File: config.mk
export PLATFORM = sky130hd
export DESIGN_NAME = mem_block_arbiter
export DESIGN_NICKNAME = d
export VERILOG_FILES = /design/src/rtl/mem_block_arbiter_pkg.sv /design/src/rtl/mem_block_arbiter.sv
export SDC_FILE = /design/constraint.sdc
export NUM_CORES = 1
export LEC_CHECK = 0
export ABC_AREA = 1
export CORE_AREA = 2 2 533 535
export CTS_CLUSTER_DIAMETER = 50
export DETAILED_ROUTE_END_ITERATION = 8
export DIE_AREA = 0 0 535 537
export PLACE_DENSITY = 0.33
export SYNTH_ARGS = -nofsm -noshare
export SYNTH_HDL_FRONTEND = slang
export SYNTH_SLANG_ARGS = --single-unit
File: constraint.sdc
create_clock -name CLK -period 50.7 [get_ports CLK]
set_clock_uncertainty 0.2 [all_clocks]
set_input_delay 10.14 -clock CLK [delete_from_list [all_inputs] [get_ports CLK]]
set_output_delay 10.14 -clock CLK [all_outputs]
set_load 0.02 [all_outputs]
File: src/rtl/mem_block_arbiter_pkg.sv
// Shared types and helpers for the block memory arbiter.
package mem_block_arbiter_pkg;

    // Transaction sequencer states.
    typedef enum logic [2:0] {
        StIdle = 3'd0,
        StIRd  = 3'd1,
        StDRd  = 3'd2,
        StDWr  = 3'd3,
        StDone = 3'd4
    } arb_state_e;

    // A 32-byte block has 5 offset bits.
    localparam int unsigned BLK_OFFSET_BITS = 5;

    // Clears the in-block byte offset. Callers size-cast to their own address width.
    function automatic logic [63:0] block_align(input logic [63:0] addr);
        return {addr[63:BLK_OFFSET_BITS], {BLK_OFFSET_BITS{1'b0}}};
    endfunction

endpackage

File: src/rtl/mem_block_arbiter.sv
// Shares one block memory channel between the I-cache (reads) and the D-cache
// (fills and write-backs), one transaction at a time, with a starvation guard
// for the I side and a syscall hold that blocks new I grants.
module mem_block_arbiter
    import mem_block_arbiter_pkg::*;
#(
    parameter int unsigned ADDR_W       = 32,
    parameter int unsigned BLK_W        = 256,
    parameter int unsigned STARVE_LIMIT = 2
) (
    input  logic              CLK,
    input  logic              RESET,
    input  logic              i_req,
    input  logic [ADDR_W-1:0] i_addr,
    output logic              i_done,
    output logic [BLK_W-1:0]  i_rdata,
    input  logic              d_req_rd,
    input  logic              d_req_wr,
    input  logic [ADDR_W-1:0] d_addr,
    input  logic [BLK_W-1:0]  d_wdata,
    output logic              d_done,
    output logic [BLK_W-1:0]  d_rdata,
    input  logic              sys_hold,
    output logic              busy,
    output logic [ADDR_W-1:0] mem_addr,
    output logic              mem_blk_read,
    output logic              mem_blk_write,
    output logic [BLK_W-1:0]  mem_wdata,
    input  logic [BLK_W-1:0]  mem_rdata,
    input  logic              mem_rd_valid,
    input  logic              mem_wr_valid
);

    localparam int unsigned CNT_W = (STARVE_LIMIT < 1) ? 1 : $clog2(STARVE_LIMIT + 1);
    localparam logic [CNT_W-1:0] STARVE_MAX = CNT_W'(STARVE_LIMIT);

    arb_state_e       state_q, state_d;
    logic [CNT_W-1:0] starve_q, starve_d;

    // Fixed-priority pick with the starved I request promoted to the top.
    function automatic arb_state_e arbitrate(
        input logic i_want,
        input logic hold,
        input logic starved,
        input logic d_wr,
        input logic d_rd
    );
        logic i_ok;
        i_ok = i_want && !hold;
        if (i_ok && starved) return StIRd;
        if (d_wr)            return StDWr;
        if (d_rd)            return StDRd;
        if (i_ok)            return StIRd;
        return StIdle;
    endfunction

    // Next-state and starvation counter update.
    always_comb begin
        state_d  = state_q;
        starve_d = starve_q;
        unique case (state_q)
            StIdle: begin
                state_d = arbitrate(i_req, sys_hold, starve_q == STARVE_MAX, d_req_wr, d_req_rd);
                if (!i_req || state_d == StIRd) begin
                    starve_d = '0;
                end else if ((state_d == StDRd || state_d == StDWr) && starve_q != STARVE_MAX) begin
                    starve_d = starve_q + CNT_W'(1);
                end
            end
            StIRd:   if (mem_rd_valid) state_d = StDone;
            StDRd:   if (mem_rd_valid) state_d = StDone;
            StDWr:   if (mem_wr_valid) state_d = StDone;
            StDone:  state_d = StIdle;
            default: state_d = StIdle;
        endcase
    end

    // State and starvation counter registers.
    always_ff @(posedge CLK or posedge RESET) begin
        if (RESET) begin
            state_q  <= StIdle;
            starve_q <= '0;
        end else begin
            state_q  <= state_d;
            starve_q <= starve_d;
        end
    end

    // Latch address/data at grant, capture read data and raise done when valid lands.
    always_ff @(posedge CLK or posedge RESET) begin
        if (RESET) begin
            mem_addr  <= '0;
            mem_wdata <= '0;
            i_rdata   <= '0;
            d_rdata   <= '0;
            i_done    <= 1'b0;
            d_done    <= 1'b0;
        end else begin
            // Done registers are high only during the DONE cycle.
            i_done <= (state_q == StIRd) && mem_rd_valid;
            d_done <= ((state_q == StDRd) && mem_rd_valid) || ((state_q == StDWr) && mem_wr_valid);
            if (state_q == StIdle && state_d != StIdle) begin
                mem_addr <= ADDR_W'(block_align(64'((state_d == StIRd) ? i_addr : d_addr)));
                if (state_d == StDWr) begin
                    mem_wdata <= d_wdata;
                end
            end
            if (state_q == StIRd && mem_rd_valid) begin
                i_rdata <= mem_rdata;
            end
            if (state_q == StDRd && mem_rd_valid) begin
                d_rdata <= mem_rdata;
            end
        end
    end

    // Requests follow the state directly so a reset drops them asynchronously.
    always_comb begin
        busy          = (state_q != StIdle);
        mem_blk_read  = (state_q == StIRd) || (state_q == StDRd);
        mem_blk_write = (state_q == StDWr);
    end

endmodule

* After elaboration in Yosys (flattened, before gate mapping) *
Cells that the tools add are included.

storage, ports and cells
  register bits after elaboration = 802
  bits in latches = 0
  bits in writable memories = 0
  bits in read-only memories = 0
  output and inout bits = 805
  memories = 0

operators by class
  add/subtract/negate cells = 1
  $mul = 0
  div/mod/pow operators = 0
  $lt $le $gt $ge = 0
  equal/unequal tests = 10
  shift-type cells = 0
  muxes and demuxes = 29
  bitwise logic cells = 0
  reduce and logical (&&, ||, !) cells = 20

operator list
  cell                                                                    number
  3-bit two-way mux                                                       11
  32-bit two-way mux                                                      1
  3-bit by 2-bit equality test with 1-bit output (second input constant)  5
  1-bit two-way mux                                                       14
  3-bit by 1-bit equality test with 1-bit output (second input constant)  3
  3-bit case mux with 3 select lines                                      1
  1-bit logical AND                                                       7
  3-bit nonzero test                                                      2
  1-bit logical OR                                                        4
  2-bit two-way mux                                                       2
  2-bit AND reduction                                                     2
  3-bit zero test                                                         1
  2-bit by 1-bit adder with 2-bit output (second input constant)          1
  2-bit equality test (second input constant)                             1
  1-bit zero test                                                         2
  2-bit != test (second input constant)                                   1
  2-bit nonzero test                                                      1
  2-bit OR reduction                                                      1

* Logic depth before layout (Yosys ltp) *
Gate-level depths: netlist of run 1.

  depth in word-level cells = 24
  gate-level depth with buffers = 13

* Worst setup path after synthesis of run 1 *
Ideal clock, no wire load.

  path kind = input-to-reg
  from = input port sys_hold
  to = register mem_addr[10]
  arrival = 11173 ps
  path slack = 39211 ps
  stages = 12
  path buffers = 2
  path through = inv_1 -> nand3_1 -> nand2_1 -> nor2_1 -> nor2_2 -> buf_4 -> nand2_2 -> buf_4 -> nand2_1 -> nand2_1 -> nand2_1 -> nand2_1

on the way
  cells in the longest elaborated chain, start to end = 15
  elaborated cells on any way between the ends = 21
  classes of those cells = eq/ne: 1; mux: 15; reduce/logical: 5

RTL lines
  item                                                                                  line                                                source
  start: declaration                                                                    mem_block_arbiter.sv:23                             input logic sys_hold,
  1-bit zero test (*)                                                                   mem_block_arbiter.sv:49                             i_ok = i_want && !hold;
  1-bit logical AND (*)                                                                 mem_block_arbiter.sv:49
  1-bit two-way mux (2 in a row)                                                        mem_block_arbiter.sv:53                             if (i_ok) return StIRd;
  1-bit two-way mux                                                                     mem_block_arbiter.sv:52                             if (d_rd) return StDRd;
  1-bit two-way mux                                                                     mem_block_arbiter.sv:51                             if (d_wr) return StDWr;
  1-bit two-way mux                                                                     mem_block_arbiter.sv:61                             unique case (state_q)
  3-bit two-way mux                                                                     mem_block_arbiter.sv:54                             return StIdle;
  3-bit two-way mux                                                                     mem_block_arbiter.sv:53
  3-bit two-way mux                                                                     mem_block_arbiter.sv:52
  3-bit two-way mux (*)                                                                 mem_block_arbiter.sv:51
  3-bit two-way mux (*)                                                                 mem_block_arbiter.sv:61
  3-bit case mux with 3 select lines (*)                                                mem_block_arbiter.sv:61
  3-bit by 1-bit equality test with 1-bit output or 3-bit nonzero test (tied branches)  mem_block_arbiter.sv:103, mem_block_arbiter.sv:102
  32-bit two-way mux or 1-bit logical AND (tied branches)                               mem_block_arbiter.sv:103, mem_block_arbiter.sv:102
  end signal: assignment                                                                mem_block_arbiter.sv:103                            mem_addr <= ADDR_W'(block_align(64'((state_d == StIRd) ? i_addr : d_addr)));
  end: declaration                                                                      mem_block_arbiter.sv:25                             output logic [ADDR_W-1:0] mem_addr,

Every way passes the cells marked *; elsewhere a longest branch is shown, timed or not. The select of a mux whose other input is x is not followed.
A chain may end at the register's enable or synchronous reset.

* Worst setup path after layout of run 1 *
  from = input port d_req_wr
  to = register mem_wdata[50]

on the way
  cells in the longest elaborated chain, start to end = 12
  elaborated cells on any way between the ends = 16
  classes of those cells = eq/ne: 1; mux: 12; reduce/logical: 3

RTL lines
  item                                      line                      source
  start: declaration                        mem_block_arbiter.sv:18   input logic d_req_wr,
  3-bit two-way mux                         mem_block_arbiter.sv:51
  3-bit two-way mux                         mem_block_arbiter.sv:52
  3-bit two-way mux                         mem_block_arbiter.sv:53
  3-bit two-way mux                         mem_block_arbiter.sv:54
  3-bit two-way mux                         mem_block_arbiter.sv:53
  3-bit two-way mux (*)                     mem_block_arbiter.sv:52
  3-bit two-way mux (*)                     mem_block_arbiter.sv:51
  3-bit two-way mux (*)                     mem_block_arbiter.sv:61
  3-bit case mux with 3 select lines (*)    mem_block_arbiter.sv:61
  via state_d[1]                            mem_block_arbiter.sv:37   arb_state_e state_q, state_d;
  3-bit nonzero test                        mem_block_arbiter.sv:102  if (state_q == StIdle && state_d != StIdle) begin
  1-bit logical AND                         mem_block_arbiter.sv:102
  2-bit AND reduction (no source line) (*)  -
  end signal: assignment                    mem_block_arbiter.sv:105  mem_wdata <= d_wdata;
  end: declaration                          mem_block_arbiter.sv:28   output logic [BLK_W-1:0] mem_wdata,

Mark *: on every way through the listed nets, which the timed path passes. The rest lies on a longest branch. The select of a mux whose other input is x is not followed.

==> reports/qor.yml, run 1 <==
max_stage_delay_ns: 0.85
p_int_mw: 2.37
synth_top_cell_area_share_pct: 65.6
nFillCells: 31200
synth_edf_count: 0
drv_slew: 0
die_x_um: 535
maxCapViolations: 0
post_cts_buffers: 0
worstHoldPathType: "flip-flop to flip-flop"
fp.coreArea_sq_um: 281000
nNetsFinal: 5226
rrSetupSlack_ns: 44.74
grt_pass1_vias: 27800
fmax_ghz: 0.0651
critPathMostFrequentCell: "buf_4"
pwr-share-seq_pct: 28.2
cp_cell_sequence: "clkdlybuf4s50_1 > inv_1 > nand2_1 > nand2_1 > nor2_1 > nor2_2 > buf_4 > inv_2 > nand3_4 > buf_4 > buf_4 > buf_4 > buf_4 > nand2_1 > o21ai_1"
cts_tree: "yes"
wl_per_cell_um: 22.7
wl_met1_um: 80800
wirelength_um: 193000
worstSetupPathType: "primary input to flip-flop"
synth_cell_types: 23
final_common_cell: "clkdlybuf4s50_1"
status: "completed"
final_layout_size_suffix_gt1_share_pct: 6.77
cts_made_buffers: 161
p_leak_nw: 24.7
worst_pin_slew_ns: 1.05
antenna_found_initial: 86
ir_worst_vdd_mv: 0.0262
grt_max_degree: 209
grt.total_usage_pct: 12.9
place_hpwl_um: 156000
synth_top_area_cell: "dfrtp_1"
cts-root-buf: "clkbuf_16"
final_antenna_net_count: 0
yosys_warnings: 0
drc: 0
worstHoldStart: "mem_addr[31]"
rr_worst_depth: 15
clockBufferDepth: 4
die-area_sq_um: 287000
worst_slack_ns: 35.33
synthToLayoutAreaGrowth_pct: 77.6
power_frac_clock_pct: 30.1
die_h_um: 537
synth_seq_cells: 802
topRoutingLayerUsed: "met5"
num_vias: 27500
io_buffers: 1373
crit_fanout: 91
endpoint_kind: "flip-flop"
grt_remaining_overflow: 0
viasPerCell: 3.23
avgSynthCellArea_sq_um: 9.39
htree_levels: 4
worstHoldEndpoint: "mem_addr[31]"
start_kind: "primary input"
async_flop_share_pct: 100
combPwrFrac_pct: 41.7
multi_input_area_sq_um: 7650
path_clk_slew_ns: 0.05
wl_met3_um: 27700
cts_sinks: 802
synth_area_leaders: "dfrtp_1, nand2_1, o21ai_0"
period_needed_ns: 15.37
cp_data_required_time_ns: 51.20
gp_congestion: 0.878
swShare_pct: 39.8
rows: 195
r2r-start: "starve_q[0]"
syn-instance-count: 3256
fin_crit_sh_pct: 30.3
holdPathStages: 2
ys.flop_type: "dfrtp_1"
finalSetupViolations: 0
grt_pass1_wl_um: 255000
start_util_pct: 10.9
wl_met2_um: 80800
timing.setup.tns_ns: 0
dr.pass1.iters: 5
num_io_pins: 1389
rsz0062_at_grt: "no"
drt_iter0_drc: 1465
cts_hold_buf: 0
arrival_ns: 15.87
clk_latency_ns: 0.82
yosysSeqAreaShare_pct: 65.6
final_hold_viol_count: 0
cp_slowest_cell: "buf_4"
regToRegEndpoint: "mem_wdata[50]"
seq_area_sq_um: 20100
p_per_area_nw_per_um2: 72.5
final_cell_mix: "clkdlybuf4s50_1, nand2_1, dfrtp_1"
synth_area_sq_um: 30600
maxSlewHeadroom_pct: 30.0
p_sw_mw: 1.57
cts_resized: 0
dp_slack_ns: 34.47
## worst max-delay path by stage
stage / from / to / slack (ns) / cells after the start
after global routing: mem_rd_valid / mem_wdata[45] / 34.85 / 14
after CTS: mem_rd_valid / mem_wdata[50] / 35.36 / 14
after detailed placement: mem_rd_valid / mem_wdata[64] / 34.47 / 14
final: d_req_wr / mem_wdata[50] / 35.33 / 15
after floorplan: RESET / d_done / 17.84 / 1
after global placement: mem_rd_valid / mem_wdata[35] / 34.47 / 14
## flip-flops by register name, summed over array words and instances (netlist names)
register and count:
starve_q 2, i_rdata 256, mem_addr 27, mem_wdata 256, d_done 1, state_q 3
d_rdata 256, i_done 1
## synth_stat cells (3+ instances only)
| cell | n |
|---|---|
| buf_1 | 5 |
| buf_2 | 38 |
| buf_4 | 25 |
| buf_6 | 10 |
| clkbuf_1 | 107 |
| dfrtp_1 | 802 |
| inv_1 | 524 |
| inv_2 | 3 |
| nand2_1 | 920 |
| nand3_1 | 33 |
| nor2_1 | 4 |
| nor2_2 | 3 |
| o21ai_0 | 544 |
| o21ai_1 | 226 |
## layer usage
layer	track usage, %	vias up
met5	0	-
met4	2.52	50
met3	7.96	265
met2	18.9	1269
met1	16.1	13000
li1	-	12900
## metrics by stage
| stage | instances | utilization [%] | area, sq um | hold slack [ns] | power, mW |
|---|---|---|---|---|---|
| 2_1_floorplan | 3260 | - | 30600 | 0.257 | 1.80 |
| 3_3_place_gp | 8221 | 17.2 | 48400 | 0.265 | 2.80 |
| 3_5_place_dp | 8221 | 17.2 | 48400 | 0.264 | 2.81 |
| 4_1_cts | 8512 | 19.3 | 54300 | 0.281 | 4.04 |
| 5_1_grt | 8513 | 19.3 | 54300 | 0.302 | 4.19 |
| 6_report | 8520 | 19.3 | 54300 | 0.277 | 3.94 |
## worst max-delay path: cells and delay by family
kind / cells / cell delay, ns
buf+inv: 8 / 4.28
simple gates: 6 / 0.97
compound gates: 1 / 0.12
## power groups by stage
stage	logic, mW	registers, mW	clock network (mW)
floorplan	0.369	1.43	0
global placement	1.69	1.11	0
detailed placement	1.69	1.12	0
CTS	1.69	1.12	1.23
global route	1.78	1.15	1.26
finish	1.64	1.11	1.18
## final cells by class
| class | instances | share of cell area [%] |
|---|---|---|
| clock inverter | 87 | 2.64 |
| clock buffer | 204 | 8.29 |
| tap | 3743 | 8.62 |
| antenna | 8 | 0.0368 |
| timing repair buffer | 1403 | 25.7 |
| sequential | 802 | 36.9 |
| multi-input combinational | 1746 | 14.1 |
| inverter | 527 | 3.67 |
## cell families (layout without fill, tap and decap cells)
logic type | after synthesis | count (layout) | share of synthesized area, %
simple gates | 969 | 969 | 12.2
flops | 802 | 802 | 65.6
compound gates | 771 | 771 | 12.7
buf+inv | 712 | 2221 | 9.44
fa+ha+maj | 1 | 1 | 0.0409
other cells | 1 | 13 | 0.0123
No activity file was read; power rests on OpenSTA's default activity.
==> run 2: changes to the inputs <==
--- a/config.mk
+++ b/config.mk
@@ -6,10 +6,10 @@
 export NUM_CORES = 1
 export LEC_CHECK = 0
 export ABC_AREA = 1
-export CORE_AREA = 2 2 533 535
+export CORE_AREA = 2 2 547 549
 export CTS_CLUSTER_DIAMETER = 50
 export DETAILED_ROUTE_END_ITERATION = 8
-export DIE_AREA = 0 0 535 537
+export DIE_AREA = 0 0 549 551
 export PLACE_DENSITY = 0.33
 export SYNTH_ARGS = -nofsm -noshare
 export SYNTH_HDL_FRONTEND = slang
==> constraint.sdc (replaced) <==
create_clock -name CLK -period 13 [get_ports CLK]
set_clock_uncertainty 0.2 [all_clocks]
set_input_delay 2.6 -clock CLK [delete_from_list [all_inputs] [get_ports CLK]]
set_output_delay 2.6 -clock CLK [all_outputs]
set_load 0.02 [all_outputs]
==> reports/qor.yml, run 2 (synthesized netlist as in run 1, its figures left out) <==
status: "completed"
wirelength_um: 196000  # +1.8%
fp.coreArea_sq_um: 296000  # +5.3%
finalSetupViolations: 0  # unchanged
final_layout_size_suffix_gt1_share_pct: 6.80  # +0.024 points
multi_input_area_sq_um: 7650  # unchanged
rsz0062_at_grt: "no"
grt.total_usage_pct: 12.5  # -0.42 points
r2r-start: "starve_q[0]"
cts-root-buf: "clkbuf_16"
path_clk_slew_ns: 0.05  # about the same
fin_area_sq_um: 54500  # +0.39%
cts_tree: "yes"
maxCapViolations: 0  # unchanged
die-area_sq_um: 302000  # +5.3%
cp_cell_sequence: "clkdlybuf4s50_1 > inv_1 > nand2_1 > nand2_1 > nor2_1 > nor2_2 > buf_4 > inv_2 > nand3_4 > buf_4 > buf_4 > nand2_1 > o21ai_1"
post_cts_buffers: 0  # unchanged
worst_pin_slew_ns: 1.11  # +0.0644 ns
fin_crit_sh_pct: 43.6
crit_fanout: 85  # -6.6%
place_hpwl_um: 159000  # +1.6%
num_vias: 27500  # +0.15%
worstSetupPathType: "primary input to flip-flop"
dr.pass1.iters: 6  # +1
start_util_pct: 10.3  # -0.55 points
period_needed_ns: 5.67
cts_sinks: 802  # unchanged
clockBufferDepth: 4  # unchanged
grt_max_degree: 200  # -4.3%
nNetsFinal: 5221  # -0.096%
synthToLayoutAreaGrowth_pct: 78.3
io_buffers: 1373  # unchanged
die_x_um: 549  # +2.6%
holdPathStages: 2  # unchanged
rrSetupSlack_ns: 9.19  # -35.55 ns
grt_pass1_vias: 28100  # +0.89%
seq_area_sq_um: 20100  # unchanged
viasPerCell: 3.16  # -2.2%
drv_slew: 0  # unchanged
final_antenna_net_count: 0  # unchanged
start_kind: "primary input"
cts_hold_buf: 0  # unchanged
dp_slack_ns: 6.44  # -28.04 ns
antenna_found_initial: 103  # +20%
worstHoldPathType: "flip-flop to flip-flop"
reg.largest.list: "d_rdata x256, i_rdata x256, mem_wdata x256"
grt_remaining_overflow: 0  # unchanged
endpoint_kind: "flip-flop"
cts_made_buffers: 161  # unchanged
place_area_sq_um: 48700  # +0.63%
final_hold_viol_count: 0  # unchanged
worst_slack_ns: 7.33  # -27.99 ns
gp_congestion: 0.865  # -1.5%
max_stage_delay_ns: 0.79  # -0.06 ns
fmax_ghz: 0.177
arrival_ns: 6.17  # -9.70 ns
p_per_area_nw_per_um2: 280  # +290%
cp_data_required_time_ns: 13.50  # -37.70 ns
ir_worst_vdd_mv: 0.116  # +340%
grt_pass1_wl_um: 258000  # +1.4%
drc: 0  # unchanged
clk_latency_ns: 0.80  # -0.02 ns
rows: 200  # +2.6%
p_leak_nw: 24.7  # -0.15%
die_h_um: 551  # +2.6%
wl_per_cell_um: 22.5  # -0.59%
drt_iter0_drc: 1593  # +8.7%
worstHoldEndpoint: "mem_addr[27]"
timing.setup.tns_ns: 0  # unchanged
num_io_pins: 1389  # unchanged
cts_resized: 0  # unchanged
htree_levels: 4  # unchanged
rr_worst_depth: 13  # -2
final_common_cell: "clkdlybuf4s50_1"
maxSlewHeadroom_pct: 25.7  # -4.3 points
regToRegEndpoint: "mem_wdata[21]"
nFillCells: 33000  # +5.8%
worstHoldStart: "mem_addr[27]"
cp_slowest_cell: "buf_4"
final_cell_mix: "clkdlybuf4s50_1, nand2_1, dfrtp_1"
[run 2: cell types whose count changed in the layout (fill, tap and decap cells not counted), sizes merged]
cell      delta
clkinv      +24
clkbuf      -16
diode        +7
buf          -5
inv          -4
bufinv       -2
clkinvlp     +1
[run 2: cell type report]
type	instances	share of cell area (%)
diodes	15	0.0688
clock buffers	188	7.91
clock inverters	106	2.78
inverters	527	3.65
multi-input cells	1746	14.0
flip-flops and latches	802	36.8
well taps	3939	9.04
repair buffers	1398	25.7
[run 2: worst max path at each step]
stage,startpoint,endpoint
after global routing,mem_rd_valid,mem_wdata[243]
final,d_req_wr,mem_wdata[21]
after floorplan,RESET,d_done
after CTS,mem_rd_valid,mem_wdata[244]
after detailed placement,mem_rd_valid,mem_wdata[11]
after global placement,mem_rd_valid,mem_wdata[229]
[run 2: routing by layer]
| layer | up-vias | GRT usage (%) | share of wire [%] | routed length [um] |
|---|---|---|---|---|
| li1 | 12900 | - | - | - |
| met1 | 12900 | 15.1 | 42 | 81700 |
| met2 | 1389 | 18.3 | 41 | 81400 |
| met3 | 311 | 7.98 | 14 | 28400 |
| met4 | 38 | 3.00 | 2.4 | 4710 |
| met5 | - | 0 | 0.13 | 252 |
[run 2: where the power goes]
part	switching [mW]	leakage [nW]	internal, mW	total (mW)
combinational	3.87	11.8	2.55	6.42
clock	1.57	2.82	2.96	4.53
sequential	0.677	10.1	3.63	4.31
total	6.12	24.7	9.14	15.3
[run 2: through the flow]
| step | total power [mW] | hold slack (ns) | utilization (%) | instances |
|---|---|---|---|---|
| after floorplan | 7.03 | 0.257 | - | 3260 |
| after global placement | 10.9 | 0.266 | 16.4 | 8412 |
| after detailed placement | 10.9 | 0.264 | 16.4 | 8412 |
| after CTS | 15.6 | 0.278 | 18.4 | 8706 |
| after global routing | 16.2 | 0.293 | 18.4 | 8711 |
| final | 15.3 | 0.272 | 18.4 | 8721 |
[run 2: worst max-delay path, delay by kind of cell]
kind	cells	cell delay [ns]
buffers and inverters	6	2.62
AO/OA/AOI/OAI	1	0.11
AND/OR/NAND/NOR	6	0.67
==> run 3: changes to the inputs <==
--- a/config.mk
+++ b/config.mk
@@ -6,10 +6,10 @@
 export NUM_CORES = 1
 export LEC_CHECK = 0
 export ABC_AREA = 1
-export CORE_AREA = 2 2 547 549
+export CORE_AREA = 2 2 536 538
 export CTS_CLUSTER_DIAMETER = 50
 export DETAILED_ROUTE_END_ITERATION = 8
-export DIE_AREA = 0 0 549 551
+export DIE_AREA = 0 0 538 540
 export PLACE_DENSITY = 0.33
 export SYNTH_ARGS = -nofsm -noshare
 export SYNTH_HDL_FRONTEND = slang
==> constraint.sdc (replaced) <==
create_clock -name CLK -period 5.65 [get_ports CLK]
set_clock_uncertainty 0.2 [all_clocks]
set_input_delay 1.13 -clock CLK [delete_from_list [all_inputs] [get_ports CLK]]
set_output_delay 1.13 -clock CLK [all_outputs]
set_load 0.02 [all_outputs]
==> reports/qor.yml, run 3 (synthesized netlist as in run 1, its figures left out) <==
grt.total_usage_pct: 13.4  # +0.88 points
io_buffers: 1373  # unchanged
period_needed_ns: 3.68
viasPerCell: 3.24  # +2.5%
grt_pass1_wl_um: 264000  # +2.4%
status: "completed"
drc: 0  # unchanged
htree_levels: 4  # unchanged
die-area_sq_um: 291000  # -4.0%
cts-root-buf: "clkbuf_16"
cts_sinks: 802  # unchanged
timing.setup.tns_ns: 0  # unchanged
clk_latency_ns: 0.80  # about the same
die_h_um: 540  # -2.0%
cts_resized: 0  # unchanged
fmax_ghz: 0.272
final_hold_viol_count: 0  # unchanged
p_per_area_nw_per_um2: 642  # +130%
wirelength_um: 202000  # +2.9%
power.total_mw: 34.9  # +130%
maxSlewHeadroom_pct: 38.7  # +13 points
post_cts_buffers: 0  # unchanged
cts_made_buffers: 163  # +1.2%
rsz0062_at_grt: "no"
dr.pass1.iters: 5  # -1
cp_data_required_time_ns: 4.32  # -9.18 ns
num_io_pins: 1389  # unchanged
finalSetupViolations: 0  # unchanged
final_layout_size_suffix_gt1_share_pct: 7.25  # +0.45 points
gp_congestion: 0.873  # +0.88%
fin_area_sq_um: 54400  # -0.34%
grt_pass1_vias: 28300  # +0.91%
worst_slack_ns: 1.97  # -5.37 ns
fin_crit_sh_pct: 65.2
cts_tree: "yes"
worstSetupPathType: "flip-flop to output port"
crit_fanout: 3  # -96%
final_util_pct: 19.1  # +0.70 points
place_hpwl_um: 166000  # +4.2%
worst_pin_slew_ns: 0.917  # -0.198 ns
drt_iter0_drc: 1461  # -8.3%
clockBufferDepth: 4  # unchanged
p_leak_nw: 24.7  # +0.25%
endpoint_kind: "output port"
ir_worst_vdd_mv: 0.317  # +170%
reg.largest.list: "d_rdata x256, i_rdata x256, mem_wdata x256"
final_common_cell: "clkdlybuf4s50_1"
drv_slew: 0  # unchanged
num_vias: 27700  # +0.68%
grt_max_degree: 172  # -14%
path_clk_slew_ns: 0.05  # about the same
final_antenna_net_count: 0  # unchanged
rows: 196  # -2.0%
nNetsFinal: 5253  # +0.61%
antenna_found_initial: 112  # +8.7%
fp.coreArea_sq_um: 284000  # -4.0%
start_kind: "flip-flop"
die_x_um: 538  # -2.0%
wl_per_cell_um: 23.6  # +4.8%
synthToLayoutAreaGrowth_pct: 77.7
place_area_sq_um: 48800  # +0.21%
start_util_pct: 10.8  # +0.43 points
grt_remaining_overflow: 0  # unchanged
cts_hold_buf: 0  # unchanged
worstHoldPathType: "flip-flop to flip-flop"
final_cell_mix: "clkdlybuf4s50_1, nand2_1, dfrtp_1"
dp_slack_ns: 1.35  # -5.08 ns
maxCapViolations: 0  # unchanged
arrival_ns: 2.35  # -3.82 ns
run 3: per-layer routing:
| metal | GRT usage, % | up-vias | part of all wire, % |
|---|---|---|---|
| met3 | 9.00 | 325 | 16 |
| met4 | 3.02 | 58 | 2.2 |
| met2 | 20.5 | 1333 | 43 |
| li1 | - | 13000 | - |
| met5 | 0 | - | 0.18 |
| met1 | 15.2 | 13000 | 39 |
run 3: worst paths after layout:
kind                               from             to  slack [ns]  cells after the start
max                          state_q[2]   mem_blk_read        1.97                      4
min                        mem_addr[29]   mem_addr[29]        0.27                      2
max reg2reg                  state_q[2]   mem_addr[22]        2.70                      9
min reg2reg                mem_addr[29]   mem_addr[29]        0.27                      2
max in group asynchronous         RESET   i_rdata[246]        3.47                      4
min in group asynchronous         RESET  mem_wdata[41]        0.53                      2
run 3: stage by stage:
stage                     instances  hold slack [ns]
final                          8562            0.275
after detailed placement       8265            0.264
after CTS                      8551            0.283
after global routing           8554            0.298
after floorplan                3260            0.257
after global placement         8265            0.265
run 3: final cells by class:
cell class                 count  area (sq um)
antenna                       11          27.5
clock buffer                 196          4440
clock inverter                90          1110
fill                       31700        230000
inverter                     527          1990
multi-input combinational   1746          7650
sequential                   802         20100
tap                         3762          4710
timing repair buffer        1428         14400
run 3: report_power, final:
group / internal (mW) / switching [mW] / leakage (nW)
clock: 6.40 / 3.54 / 2.70
sequential: 8.36 / 1.54 / 10.1
combinational: 5.94 / 9.12 / 11.9
run 3: worst max-delay path, stage by stage, from the launching register on:
cell	delay (ns)
dfrtp_1	0.43
nor2_2	0.23
nand2_1	0.07
nand2_1	0.15
clkdlybuf4s50_1	0.67
